<file path="config.mk">
export PLATFORM = sky130hd
export DESIGN_NAME = spi_dcs_master
export DESIGN_NICKNAME = d
export VERILOG_FILES = /design/src/rtl/spi_dcs_pkg.sv /design/src/rtl/spi_dcs_clkgen.sv /design/src/rtl/spi_dcs_master.sv
export SDC_FILE = /design/constraint.sdc
export NUM_CORES = 1
export LEC_CHECK = 0
export BUFFER_PORTS_ARGS = -buffer_cell sky130_fd_sc_hd__buf_2
export CAP_MARGIN = 30
export CORE_ASPECT_RATIO = 0.7
export CORE_MARGIN = 2
export CORE_UTILIZATION = 57
export CTS_CLUSTER_DIAMETER = 80
export CTS_CLUSTER_SIZE = 25
export DETAILED_ROUTE_END_ITERATION = 10
export GPL_TIMING_DRIVEN = 0
export HOLD_SLACK_MARGIN = 0.12
export PLACE_DENSITY = 0.86
export REMOVE_ABC_BUFFERS = 1
export SETUP_SLACK_MARGIN = 0.5
export SLEW_MARGIN = 20
export SYNTH_ARGS = -nofsm -noshare
export SYNTH_HDL_FRONTEND = slang
export SYNTH_SLANG_ARGS = --single-unit
</file>
<file path="constraint.sdc">
create_clock -name clk -period 2.7 [get_ports clk]
set_input_delay 0.405 -clock clk [delete_from_list [all_inputs] [get_ports clk]]
set_output_delay 0.405 -clock clk [all_outputs]
set_load 0.01 [all_outputs]
</file>
<file path="src/rtl/spi_dcs_pkg.sv">
// Shared definitions for the dual-chip-select SPI master: FSM state encoding
// and default geometry constants.
package spi_dcs_pkg;

    typedef enum logic [2:0] {
        IDLE    = 3'd0,
        A_SETUP = 3'd1,
        A_SHIFT = 3'd2,
        A_GAP   = 3'd3,
        D_SETUP = 3'd4,
        D_SHIFT = 3'd5,
        D_END   = 3'd6
    } state_e;

    localparam int DEF_WIDTH_ADDR = 8;
    localparam int DEF_WIDTH_DATA = 16;
    localparam int DEF_CLK_DIV    = 4;

endpackage

</file>
<file path="src/rtl/spi_dcs_clkgen.sv">
// SCL half-period divider: reloads while load_i is high and pulses tick_o
// on the last clk cycle of every CLK_DIV-cycle half period.
module spi_dcs_clkgen #(
    parameter int CLK_DIV = 4
) (
    input  logic clk,
    input  logic rst,
    input  logic load_i,
    output logic tick_o
);

    localparam int CNT_W = $clog2(CLK_DIV + 1);
    localparam logic [CNT_W-1:0] RELOAD = CNT_W'(CLK_DIV - 1);

    logic [CNT_W-1:0] cnt_q, cnt_d;

    // Auto-reload at zero so back-to-back half periods need no extra load.
    always_comb begin
        cnt_d = cnt_q;
        if (load_i || (cnt_q == '0)) begin
            cnt_d = RELOAD;
        end else begin
            cnt_d = cnt_q - 1'b1;
        end
    end

    always_ff @(posedge clk) begin
        if (rst) begin
            cnt_q <= '0;
        end else begin
            cnt_q <= cnt_d;
        end
    end

    assign tick_o = !load_i && (cnt_q == '0);

endmodule

</file>
<file path="src/rtl/spi_dcs_master.sv">
// SPI mode-0 master with separate address and data chip selects.
// Optional SPI_DCS_MASTER_SKIP_ADDR_EN adds skip_addr to bypass the address phase.
module spi_dcs_master
    import spi_dcs_pkg::*;
#(
    parameter int width_addr = DEF_WIDTH_ADDR,
    parameter int width_data = DEF_WIDTH_DATA,
    parameter int CLK_DIV    = DEF_CLK_DIV
) (
    input  logic                  clk,
    input  logic                  rst,
    input  logic                  start,
`ifdef SPI_DCS_MASTER_SKIP_ADDR_EN
    input  logic                  skip_addr,
`endif
    input  logic [width_addr-1:0] addr_in,
    input  logic [width_data-1:0] wdata,
    output logic                  busy,
    output logic                  done,
    output logic [width_data-1:0] rdata,
    output logic                  spi_scl,
    output logic                  spi_mosi,
    input  logic                  spi_miso,
    output logic                  spi_cs_addr,
    output logic                  spi_cs_data
);

    localparam int MAXW = (width_addr > width_data) ? width_addr : width_data;
    localparam int BW   = $clog2(MAXW + 1);

    state_e                state_q, state_d;
    logic                  scl_q, scl_d;
    logic [BW-1:0]         bit_q, bit_d;
    logic [width_addr-1:0] addr_q, addr_d;
    logic [width_data-1:0] data_q, data_d;
    logic [width_data-1:0] rx_q, rx_d;
    logic [width_data-1:0] rdata_q, rdata_d;
    logic                  done_q, done_d;
    logic                  tick;
    logic                  skip;

`ifdef SPI_DCS_MASTER_SKIP_ADDR_EN
    assign skip = skip_addr;
`else
    assign skip = 1'b0;
`endif

    spi_dcs_clkgen #(.CLK_DIV(CLK_DIV)) u_clkgen (
        .clk    (clk),
        .rst    (rst),
        .load_i (state_q == IDLE),
        .tick_o (tick)
    );

    always_comb begin
        state_d = state_q;
        scl_d   = scl_q;
        bit_d   = bit_q;
        addr_d  = addr_q;
        data_d  = data_q;
        rx_d    = rx_q;
        rdata_d = rdata_q;
        done_d  = 1'b0;
        unique case (state_q)
            IDLE: begin
                if (start) begin
                    addr_d  = addr_in;
                    data_d  = wdata;
                    state_d = skip ? D_SETUP : A_SETUP;
                end
            end
            A_SETUP: begin
                if (tick) begin
                    state_d = A_SHIFT;
                    scl_d   = 1'b1;
                    bit_d   = '0;
                end
            end
            A_SHIFT: begin
                if (tick) begin
                    if (scl_q) begin
                        scl_d  = 1'b0;
                        addr_d = addr_q << 1;
                        bit_d  = bit_q + 1'b1;
                    end else if (bit_q == BW'(width_addr)) begin
                        state_d = A_GAP;
                    end else begin
                        scl_d = 1'b1;
                    end
                end
            end
            A_GAP: begin
                if (tick) state_d = D_SETUP;
            end
            D_SETUP: begin
                if (tick) begin
                    state_d = D_SHIFT;
                    scl_d   = 1'b1;
                    bit_d   = '0;
                end
            end
            D_SHIFT: begin
                if (tick) begin
                    // MISO captured on the final clk of the SCL-high half.
                    if (scl_q) begin
                        scl_d  = 1'b0;
                        rx_d   = (rx_q << 1) | width_data'(spi_miso);
                        data_d = data_q << 1;
                        bit_d  = bit_q + 1'b1;
                    end else if (bit_q == BW'(width_data)) begin
                        state_d = D_END;
                    end else begin
                        scl_d = 1'b1;
                    end
                end
            end
            D_END: begin
                if (tick) begin
                    state_d = IDLE;
                    rdata_d = rx_q;
                    done_d  = 1'b1;
                end
            end
            default: state_d = IDLE;
        endcase
    end

    always_ff @(posedge clk) begin
        if (rst) begin
            state_q <= IDLE;
            scl_q   <= 1'b0;
            bit_q   <= '0;
            addr_q  <= '0;
            data_q  <= '0;
            rx_q    <= '0;
            rdata_q <= '0;
            done_q  <= 1'b0;
        end else begin
            state_q <= state_d;
            scl_q   <= scl_d;
            bit_q   <= bit_d;
            addr_q  <= addr_d;
            data_q  <= data_d;
            rx_q    <= rx_d;
            rdata_q <= rdata_d;
            done_q  <= done_d;
        end
    end

    always_comb begin
        spi_mosi = 1'b0;
        unique case (state_q)
            A_SETUP, A_SHIFT: spi_mosi = addr_q[width_addr-1];
            D_SETUP, D_SHIFT: spi_mosi = data_q[width_data-1];
            default:          spi_mosi = 1'b0;
        endcase
    end

    assign busy        = (state_q != IDLE);
    assign done        = done_q;
    assign rdata       = rdata_q;
    assign spi_scl     = scl_q;
    assign spi_cs_addr = !((state_q == A_SETUP) || (state_q == A_SHIFT));
    assign spi_cs_data = !((state_q == D_SETUP) || (state_q == D_SHIFT));

endmodule

</file>
==> reports/qor.txt <==
Hold-fix buffers, CTS: 0
CP arrival: 1.59 ns
register area: 1390 um2
Area Overhead vs Synth: 15.4%
final setup vio count: 0
Vias per Instance: 5.61
crit end category: output pin
run status: complete, no violations
Post-DP HPWL: 4.29 mm
Synth top area share: 0.451
final hold vios: 0
cells after synthesis: 375
Bufs and invs on worst path: 1
worst hold path type: input port to flip-flop
Worst path top cell family by delay: flip-flops
Setup crit start kind: flip-flop
Worst Max-Slew Pin Slew: 0.737 ns
Fmax: 0.500 GHz
CTS tree: yes
Wirelength per Cell: 13.9 um
Worst Path Required: 2.30 ns
crit-path max FO: 19
Slew Viols, Final: 0
synthesized area per cell: 8.16 um2
area share of fa/ha/maj cells after synthesis: 0.0163
DR pass1 iterations: 5
Crit-path slowest cell: dfxtp_2
clk buf depth: 2
ANT cells: 0
Die W: 91.6 um
EDFF count, synth: 0
initial antenna violation count: 0
die area: 5980 um2
XOR/XNOR share of the synthesized area: 0
mux cell area share after synthesis: 0.0368
Synthesis Warnings: 0
layout cells sized above 1: 0.207
GRT overflow: 0
Max VDD drop: 0.000375 V
Routed Antenna Nets: 0
All-Layer GR Usage: 0.229
Post-Synth Simple-Gate Area: 0.252
asr flop ratio synth: 0
H-tree depth: 3
largest net degree at the start of global routing: 73
Root Driver: clkbuf_8
GPL Wtd Cong: 0.813
Worst path max stage delay: 0.54 ns
WHS: 0.321 ns
final WL: 6.87 mm
Final min period: 2.00 ns
vias in the first global route: 2476
register area share after synthesis: 0.451
clk sinks: 69
largest family of logic cells by synthesized area: simple AND/OR/NAND/NOR gates
first-pass GRT wire length: 11.0 mm
Row Count: 22
Fill cells: 434
CTS clk-pin slew, worst paths: 0.07 ns
MaxCap Viol Count: 0
initial core utilization: 0.589
Power Dens Cells: 607 nW/um2
dominant cell type by area after synthesis: dfxtp_1
Synth Register Bits: 69
RSZ-0062 raised after global routing: false
Top FF cell, synth: dfxtp_1
Port Buffers: 49
CP Cell Sequence: nand2b_1, a21o_1, o21ai_0, buf_2
Clock Skew: 0.00665 ns
total CTS buffers: 9
Post-Route Setup TNS: 0 ns
num ports: 50
DRC violations left: 0
most common cell after layout, fill and taps aside: nand2_1
leakage: 1.38 nW
commonest non-fill, non-tap cells in the layout: nand2_1, dfxtp_1, buf_2, a21oi_1, nor2_1
Layout Nets: 448
drt initial violations: 320
post-synthesis cell type count: 41
Vias: 2766
clk_lat worst skew: 0.34 ns
post-synthesis compound-gate area fraction: 0.184
Core Region: 5200 um2
critical path class: flip-flop to output pin
area of the multi-input gates: 1530 um2
Die Y: 65.3 um
Slew headroom: 0.509
mapped cell area: 3060 um2
Synth area leaders: dfxtp_1, nand2_1, a21oi_1
Final period util: 0.740
path summary, 6_finish.rpt:
check	startpoint	to	slack, ns	depth (start not counted)
max	state_q[1]$_SDFFE_PP0P_	spi_mosi	0.70	4
min	spi_miso	rx_q[0]$_SDFFE_PP0P_	0.32	3
max reg2reg	u_clkgen.cnt_q[0]$_SDFF_PP0_	data_q[2]$_SDFFE_PP0P_	0.71	7
min reg2reg	u_clkgen.cnt_q[0]$_SDFF_PP0_	u_clkgen.cnt_q[0]$_SDFF_PP0_	0.45	1
kinds of logic after synthesis:
kind of cell,after synthesis
DFF,69
and+or+nand+nor,169
adders and majority gates,4
muxes,11
AOI/OAI and AO/OA,84
buffers and inverters,38
layer usage:
| metal | vias up | GRT usage | part of all wire |
|---|---|---|---|
| met5 | - | 0 | 0 |
| met4 | 0 | 0.0985 | 0.018 |
| met3 | 15 | 0.0677 | 0.060 |
| met2 | 88 | 0.366 | 0.48 |
| met1 | 1286 | 0.292 | 0.45 |
| li1 | 1377 | - | - |
layout make-up:
cell class                 count  area share
clock buffer                  12      0.0439
inverter                      10      0.0106
timing repair buffer          57      0.0892
clock inverter                 4     0.00637
tap                           72      0.0255
sequential                    69       0.393
multi-input combinational    269       0.432
worst register-to-register path, cell delays in order (launching register included):
cell	delay [ns]
dfxtp_1	0.32
inv_1	0.08
ha_1	0.29
nand3b_1	0.28
o2bb2ai_4	0.41
buf_8	0.21
nor2_1	0.05
a311oi_1	0.24
what timing repair did:
action                                  CTS  global route
endpoints found under the setup margin   41            12
pin swaps                                 1             2
gates cloned                              1             0
resized for setup                         5             2
setup buffers                             0             6
state kept, by name (all words and copies together) (netlist names):
register,flops
rx_q,16
done,1
state_q,3
bit_q,5
spi_scl,1
u_clkgen.cnt_q,3
data_q,16
addr_q,8
rdata,16
per-stage QoR:
stage / power [mW] / cell area (um2) / instances / utilization / setup WS (ns)
CTS: 2.14 / 3470 / 486 / 0.666 / 0.548
finish: 2.14 / 3530 / 493 / 0.679 / 0.702
global placement: 1.38 / 3250 / 468 / 0.625 / 0.0177
detailed placement: 1.40 / 3270 / 469 / 0.629 / 0.112
floorplan: 1.30 / 2920 / 347 / - / 0.550
global route: 2.23 / 3530 / 493 / 0.679 / 0.513
power breakdown:
part           switching [mW]  leakage (nW)  internal, mW  total [mW]
Clock                   0.372        0.0921         0.379       0.750
Combinational           0.151         0.727         0.115       0.266
Sequential             0.0551         0.564          1.07        1.13
Total                   0.578          1.38          1.57        2.14
Yosys cell counts (all sizes together), types with 2 or more instances:
cell and number:
a211oi 9, a21oi 44, a311oi 16, a31oi 3, a41oi 2, buf 17
clkbuf 11, dfxtp 69, ha 4, inv 10, mux2 2, mux2i 9
nand2 85, nand2b 8, nand3 19, nand3b 7, nor2 32, nor2b 2
nor3 4, o21ai 3, o31ai 2, or2 3, or3 2
Note: power is estimated with default switching activity, not from simulation.
